--- src/rtl/ca_pkg.sv ---
// Shared types and elementary-rule constants for the cellular-automaton parity stream.
package ca_pkg;

  typedef enum logic [1:0] {
    ST_WARMUP,
    ST_RUN,
    ST_FAULT
  } ca_state_t;

  localparam logic [7:0] RULE_30  = 8'h1E;
  localparam logic [7:0] RULE_60  = 8'h3C;
  localparam logic [7:0] RULE_90  = 8'h5A;
  localparam logic [7:0] RULE_150 = 8'h96;
  localparam logic [7:0] RULE_204 = 8'hCC;

endpackage

--- src/rtl/ca_rule_step.sv ---
// One combinational step of a 1-D elementary CA with wrap-around boundary.
module ca_rule_step
  import ca_pkg::*;
#(
  parameter int CA_W = 96
) (
  input  logic [CA_W-1:0] state,
  input  logic [7:0]      rule,
  output logic [CA_W-1:0] next_state
);

  // Neighbourhood index is {left, centre, right} with left = cell i+1.
  for (genvar i = 0; i < CA_W; i++) begin : g_cell
    localparam int L = (i + 1) % CA_W;
    localparam int R = (i + CA_W - 1) % CA_W;
    assign next_state[i] = rule[{state[L], state[i], state[R]}];
  end

endmodule

--- src/rtl/random_ca_parity_stream.sv ---
// Rule-scheduled cellular-automaton random word source with warmup,
// ready/valid output and a sticky repetition-health fault.
module random_ca_parity_stream
  import ca_pkg::*;
#(
  parameter int                              WIDTH        = 32,
  parameter int                              PARITY_WIDTH = 3,
  parameter int                              RULE_COUNT   = 4,
  parameter logic [8*RULE_COUNT-1:0]         RULES        = {RULE_150, RULE_90, RULE_60, RULE_30},
  parameter int                              RULE_PERIOD  = 2,
  parameter int                              WARMUP       = 64,
  parameter int                              REPEAT_LIMIT = 8,
  parameter logic [WIDTH*PARITY_WIDTH-1:0]   DEFAULT_SEED = {{(WIDTH*PARITY_WIDTH-1){1'b0}}, 1'b1}
) (
  input  logic                            clk,
  input  logic                            rst,
  input  logic                            ce,
  input  logic                            seed_load,
  input  logic [WIDTH*PARITY_WIDTH-1:0]   seed,
  output logic [WIDTH-1:0]                out_data,
  output logic                            out_valid,
  input  logic                            out_ready,
  output logic                            busy,
  output logic                            fault
);

  localparam int CA_W   = WIDTH * PARITY_WIDTH;
  localparam int IDX_W  = (RULE_COUNT > 1) ? $clog2(RULE_COUNT) : 1;
  localparam int PER_W  = $clog2(RULE_PERIOD + 1);
  localparam int WARM_W = $clog2(WARMUP + 1);
  localparam int REP_W  = $clog2(REPEAT_LIMIT + 1);

  localparam logic [IDX_W-1:0]  IDX_LAST  = IDX_W'(RULE_COUNT - 1);
  localparam logic [PER_W-1:0]  PER_LAST  = PER_W'(RULE_PERIOD - 1);
  localparam logic [WARM_W-1:0] WARM_LAST = WARM_W'(WARMUP - 1);
  localparam logic [REP_W-1:0]  REP_TRIP  = REP_W'(REPEAT_LIMIT - 1);

  ca_state_t          state, next_state;
  logic [CA_W-1:0]    ca, ca_next;
  logic [7:0]         rule_tab [RULE_COUNT];
  logic [7:0]         rule;
  logic [IDX_W-1:0]   rule_idx;
  logic [PER_W-1:0]   period_cnt;
  logic [WARM_W-1:0]  warm_cnt;
  logic [REP_W-1:0]   repeat_cnt, rep_next;
  logic [WIDTH-1:0]   word_next;
  logic [WIDTH-1:0]   prev_word;
  logic               prev_valid;
  logic               step, accept, hit_limit;

  for (genvar k = 0; k < RULE_COUNT; k++) begin : g_rule
    assign rule_tab[k] = RULES[8*k +: 8];
  end

  assign rule = rule_tab[rule_idx];
  assign busy = (state == ST_WARMUP);

  ca_rule_step #(.CA_W(CA_W)) u_step (
    .state      (ca),
    .rule       (rule),
    .next_state (ca_next)
  );

  // Each output bit folds PARITY_WIDTH cells; even bits are inverted so an
  // all-zero CA never yields an all-zero word.
  always_comb begin
    word_next = '0;
    for (int i = 0; i < WIDTH; i++) begin
      word_next[i] = ^ca_next[i*PARITY_WIDTH +: PARITY_WIDTH] ^ (i % 2 == 0);
    end
  end

  always_ff @(posedge clk) begin
    if (rst) state <= ST_WARMUP;
    else     state <= next_state;
  end

  always_comb begin
    next_state = state;
    step       = 1'b0;
    accept     = 1'b0;
    hit_limit  = 1'b0;
    rep_next   = '0;
    case (state)
      ST_WARMUP: begin
        step = ce;
        if (ce && warm_cnt == WARM_LAST) next_state = ST_RUN;
      end
      ST_RUN: begin
        accept = out_valid && out_ready;
        if (accept && prev_valid && out_data == prev_word) rep_next = repeat_cnt + 1'b1;
        hit_limit = accept && (rep_next == REP_TRIP);
        step      = ce && (!out_valid || out_ready) && !hit_limit;
        if (hit_limit) next_state = ST_FAULT;
      end
      default: ;
    endcase
    if (seed_load) next_state = ST_WARMUP;
  end

  // A reseed drops any in-flight handshake: nothing below it runs that cycle.
  always_ff @(posedge clk) begin
    if (rst) begin
      ca         <= DEFAULT_SEED;
      rule_idx   <= '0;
      period_cnt <= '0;
      warm_cnt   <= '0;
      repeat_cnt <= '0;
      out_data   <= '0;
      out_valid  <= 1'b0;
      fault      <= 1'b0;
      prev_word  <= '0;
      prev_valid <= 1'b0;
    end else if (seed_load) begin
      ca         <= (seed == '0) ? DEFAULT_SEED : seed;
      rule_idx   <= '0;
      period_cnt <= '0;
      warm_cnt   <= '0;
      repeat_cnt <= '0;
      out_valid  <= 1'b0;
      fault      <= 1'b0;
      prev_valid <= 1'b0;
    end else begin
      if (step) begin
        ca <= ca_next;
        if (period_cnt == PER_LAST) begin
          period_cnt <= '0;
          rule_idx   <= (rule_idx == IDX_LAST) ? '0 : rule_idx + 1'b1;
        end else begin
          period_cnt <= period_cnt + 1'b1;
        end
      end
      if (state == ST_WARMUP && ce) begin
        warm_cnt <= (warm_cnt == WARM_LAST) ? '0 : warm_cnt + 1'b1;
      end
      if (accept) begin
        prev_word  <= out_data;
        prev_valid <= 1'b1;
        repeat_cnt <= rep_next;
      end
      if (hit_limit) begin
        out_valid <= 1'b0;
        fault     <= 1'b1;
      end else if (step && state == ST_RUN) begin
        out_data  <= word_next;
        out_valid <= 1'b1;
      end else if (accept) begin
        out_valid <= 1'b0;
      end
    end
  end

endmodule

--- config.mk ---
export PLATFORM = sky130hd
export DESIGN_NAME = random_ca_parity_stream
export DESIGN_NICKNAME = d
export VERILOG_FILES = /design/src/rtl/ca_pkg.sv /design/src/rtl/ca_rule_step.sv /design/src/rtl/random_ca_parity_stream.sv
export SDC_FILE = /design/constraint.sdc
export NUM_CORES = 1
export LEC_CHECK = 0
export CORE_MARGIN = 2
export CORE_UTILIZATION = 58
export DETAILED_ROUTE_END_ITERATION = 12
export GPL_TIMING_DRIVEN = 0
export PLACE_DENSITY_LB_ADDON = 0.1
export SLEW_MARGIN = 40
export SYNTH_ARGS = -nofsm -noshare
export SYNTH_HDL_FRONTEND = slang
export SYNTH_SLANG_ARGS = --single-unit
--- constraint.sdc ---
create_clock -name clk -period 2.6 [get_ports clk]
set_input_delay 0.39 -clock clk [delete_from_list [all_inputs] [get_ports clk]]
set_output_delay 0.39 -clock clk [all_outputs]
set_load 0.01 [all_outputs]
==> metrics.md <==
| Metric | Value |
|---|---|
| Status | `finished clean` |
| PwrDens | `about 540 nW/um2` |
| Final Hold Viols | `0` |
| Routed WL | `~46000 um` |
| Initial Util | `between 50 and 60%` |
| # diodes | `0` |
| Count leader, synth | `a21oi_1` |
| Period utilization | `roughly 100%` |
| Worst setup SP type | `flop` |
| Share of the synthesized area in the top cell type | `approximately 28%` |
| Vias | `around 13000` |
| H-tree levels | `4` |
| Die height | `154 um` |
| Wire per inst | `around 23 um` |
| Die width | `roughly 150 um` |
| First-pass GRT wire length | `71200 um` |
| Area growth from synthesis to layout | `20.1%` |
| Async SR Flop Fraction | `0%` |
| Clock sinks | `180` |
| First-iteration detailed-routing DRC count | `roughly 1300` |
| Fill cells | `roughly 1800` |
| IO buf count | `between 100 and 150` |
| Cell area after synthesis | `~13000 um2` |
| CTS Buf Count | `17` |
| Final clock skew | `0.0165 ns` |
| Yosys Warn Count | `0` |
| Top cells by area, synth | `dfxtp_1, a221oi_2, a21oi_1` |
| # nets final | `1800` |
| Synth top cells by count | `a21oi_1, dfxtp_1, inv_1` |
| Synth Area per Inst | `between 8 and 9 um2` |
| Max-cap violations | `0` |
| Met3 Track Usage GR | `around 8.7%` |
| Max Freq | `0.392 GHz` |
| Count of final setup violators | `0` |
| Routed vias/inst | `~6.5` |
| Primary FF master, synth | `dfxtp_1` |
| Worst slew pin tran | `around 0.91 ns` |
| Worst Hold Class | `reg2reg` |
| CP Capture Type | `flop` |
| Post-DP HPWL | `about 33000 um` |
| Critical Path Fanout Max | `19` |
| Area leader, netlist | `dfxtp_1` |
| # DRC | `0` |
| Max VDD drop | `roughly 0.00037 V` |
| IO Pins | `136` |
| Req. time, crit path | `about 2.9 ns` |
| CTS clk-pin slew, worst paths | `0.08 ns` |
| Total gr overflow | `0` |
| Distinct cells, synth | `43` |
| Core Box Area | `between 20000 and 25000 um2` |
| Rel. slew slack | `between 30% and 40%` |
| CTS root buffer | `clkbuf_16` |
| Largest net degree at the start of global routing | `21` |
| Setup TNS | `0 ns` |
| # rows | `54` |
| Gpl congestion | `0.974` |
| EDFF count, synth | `0` |
| Max-slew violations | `0` |
| Longest Clk Path Bufs | `2` |
| Initial antenna violation count | `1` |
| Crit path DAT | `2.87 ns` |
| Sequential-to-total area share from yosys stat | `27.6%` |
| Met2 GRT Util | `between 50% and 60%` |
| Synth Register Bits | `180` |
| Gr busiest metal | `met2` |
| Drt pass-1 iters | `6` |
| CTS tree | `yes` |
| Share of layout cells above drive strength 1 | `13.9%` |
| Post-DRT Antenna Nets | `0` |
| Minimum clock period | `roughly 2.6 ns` |
| Met1 usage | `approximately half` |
| Die Area | `around 24000 um2` |
| Total Routing Usage GR | `between 30% and 40%` |
| Leak | `5.85 nW` |
| Worst-Skew Late Latency | `0.45 ns` |
| Syn Inst Count | `about 1500` |
| Syn nets | `between 1500 and 2000` |
| Overall power | `0.00840 W` |
| WS Path Type | `reg2reg` |
| Vias in the first global route | `between 10000 and 15000` |
-- worst paths after layout --
kind / start / to / slack (ns) / cells past startpoint
setup / recovery: rule_idx[0]$_SDFFE_PP0P_ / out_data[22]$_SDFFE_PP0P_ / 0.05 / 10
hold / removal: fault$_SDFFE_PP0P_ / fault$_SDFFE_PP0P_ / 0.46 / 2
setup reg to reg: rule_idx[0]$_SDFFE_PP0P_ / out_data[22]$_SDFFE_PP0P_ / 0.05 / 10
hold reg to reg: fault$_SDFFE_PP0P_ / fault$_SDFFE_PP0P_ / 0.46 / 2
-- placed cells by master, fill, tap and decap left out, types with 6 or more instances in the layout --
cell / count
nor2_1: 65
nand4_1: 14
mux2i_1: 98
or3_1: 6
a221oi_2: 95
a21oi_1: 216
inv_1: 99
nor3b_1: 94
buf_4: 16
a31oi_1: 37
xor2_1: 75
a31oi_2: 11
xnor2_1: 55
xnor3_2: 8
nor3_1: 31
clkbuf_2: 13
buf_8: 11
o21ai_1: 95
clkbuf_16: 17
clkbuf_1: 73
o21ai_0: 18
buf_2: 13
nand2_1: 82
dfxtp_1: 177
clkdlybuf4s50_1: 133
nand3_1: 23
nor4_1: 26
xnor3_1: 23
-- state kept, by name, indices dropped and copies added, names as in the netlist --
register	flops
ca	96
fault	1
out_data	32
out_valid	1
period_cnt	2
prev_valid	1
prev_word	32
repeat_cnt	4
rule_idx	2
state	2
warm_cnt	7
-- metrics by stage --
| stage | cells | worst slack, ns | util (%) | instance area, um2 | hold slack [ns] |
|---|---|---|---|---|---|
| after floorplan | 1540 | 0.469 | - | 13100 | 0.424 |
| after global placement | 1953 | -0.899 | 67.2 | 14700 | 0.432 |
| after detailed placement | 1953 | -0.718 | 67.2 | 14800 | 0.444 |
| after CTS | 1987 | 0.00251 | 70.4 | 15500 | 0.459 |
| after global routing | 1987 | -0.0355 | 71.5 | 15700 | 0.474 |
| final | 1987 | 0.0491 | 71.5 | 15700 | 0.459 |
-- critical path: stages, from the launching register on --
cell      delay, ns
dfxtp_4        0.37
inv_1          0.05
ha_1           0.21
buf_2          0.15
clkbuf_4       0.29
nor3b_1        0.27
a21oi_1        0.08
xnor2_1        0.30
xnor3_2        0.49
nor3_2         0.14
nor3_1         0.06
-- layer usage --
metal  routed length (um)  share of wire [%]
met1                18500                 40
met2                20500                 44
met3                 4840                 10
met4                 2530                5.5
met5                   11              0.024
-- power by group --
group	switching (W)	internal, W	total [W]
sequential	0.000255	0.00289	0.00314
clock	0.00139	0.00131	0.00270
combinational	0.00130	0.00126	0.00256
-- timing repair --
action                                  4_1_cts  5_1_grt
endpoints found under the setup margin      130      118
resized for setup                            39       73
hold buffers                                  0        0
setup buffers                                 4        2
pin swaps                                     4       13
-- logic make-up (layout without fill, tap and decap cells) --
| kind of cell | count (synthesis) | count (layout) | share of synthesized area (%) |
|---|---|---|---|
| compound gates | 482 | 482 | 26.4 |
| xor+xnor | 166 | 166 | 14.4 |
| fa+ha+maj | 5 | 5 | 0.479 |
| buf+inv | 236 | 403 | 7.93 |
| flops | 180 | 180 | 27.6 |
| mux | 98 | 98 | 7.51 |
| simple gates | 373 | 373 | 15.8 |
-- area by class of cell --
type	count	area, um2	share of cell area (%)
well taps	280	350	2.23
clock inverters	15	180	1.15
repair buffers	139	1380	8.77
multi-input cells	1124	8630	55.0
flip-flops and latches	180	3610	23.0
inverters	99	372	2.37
plain buffers	133	749	4.78
clock buffers	17	425	2.71
Power figures use the tool's default switching activity.
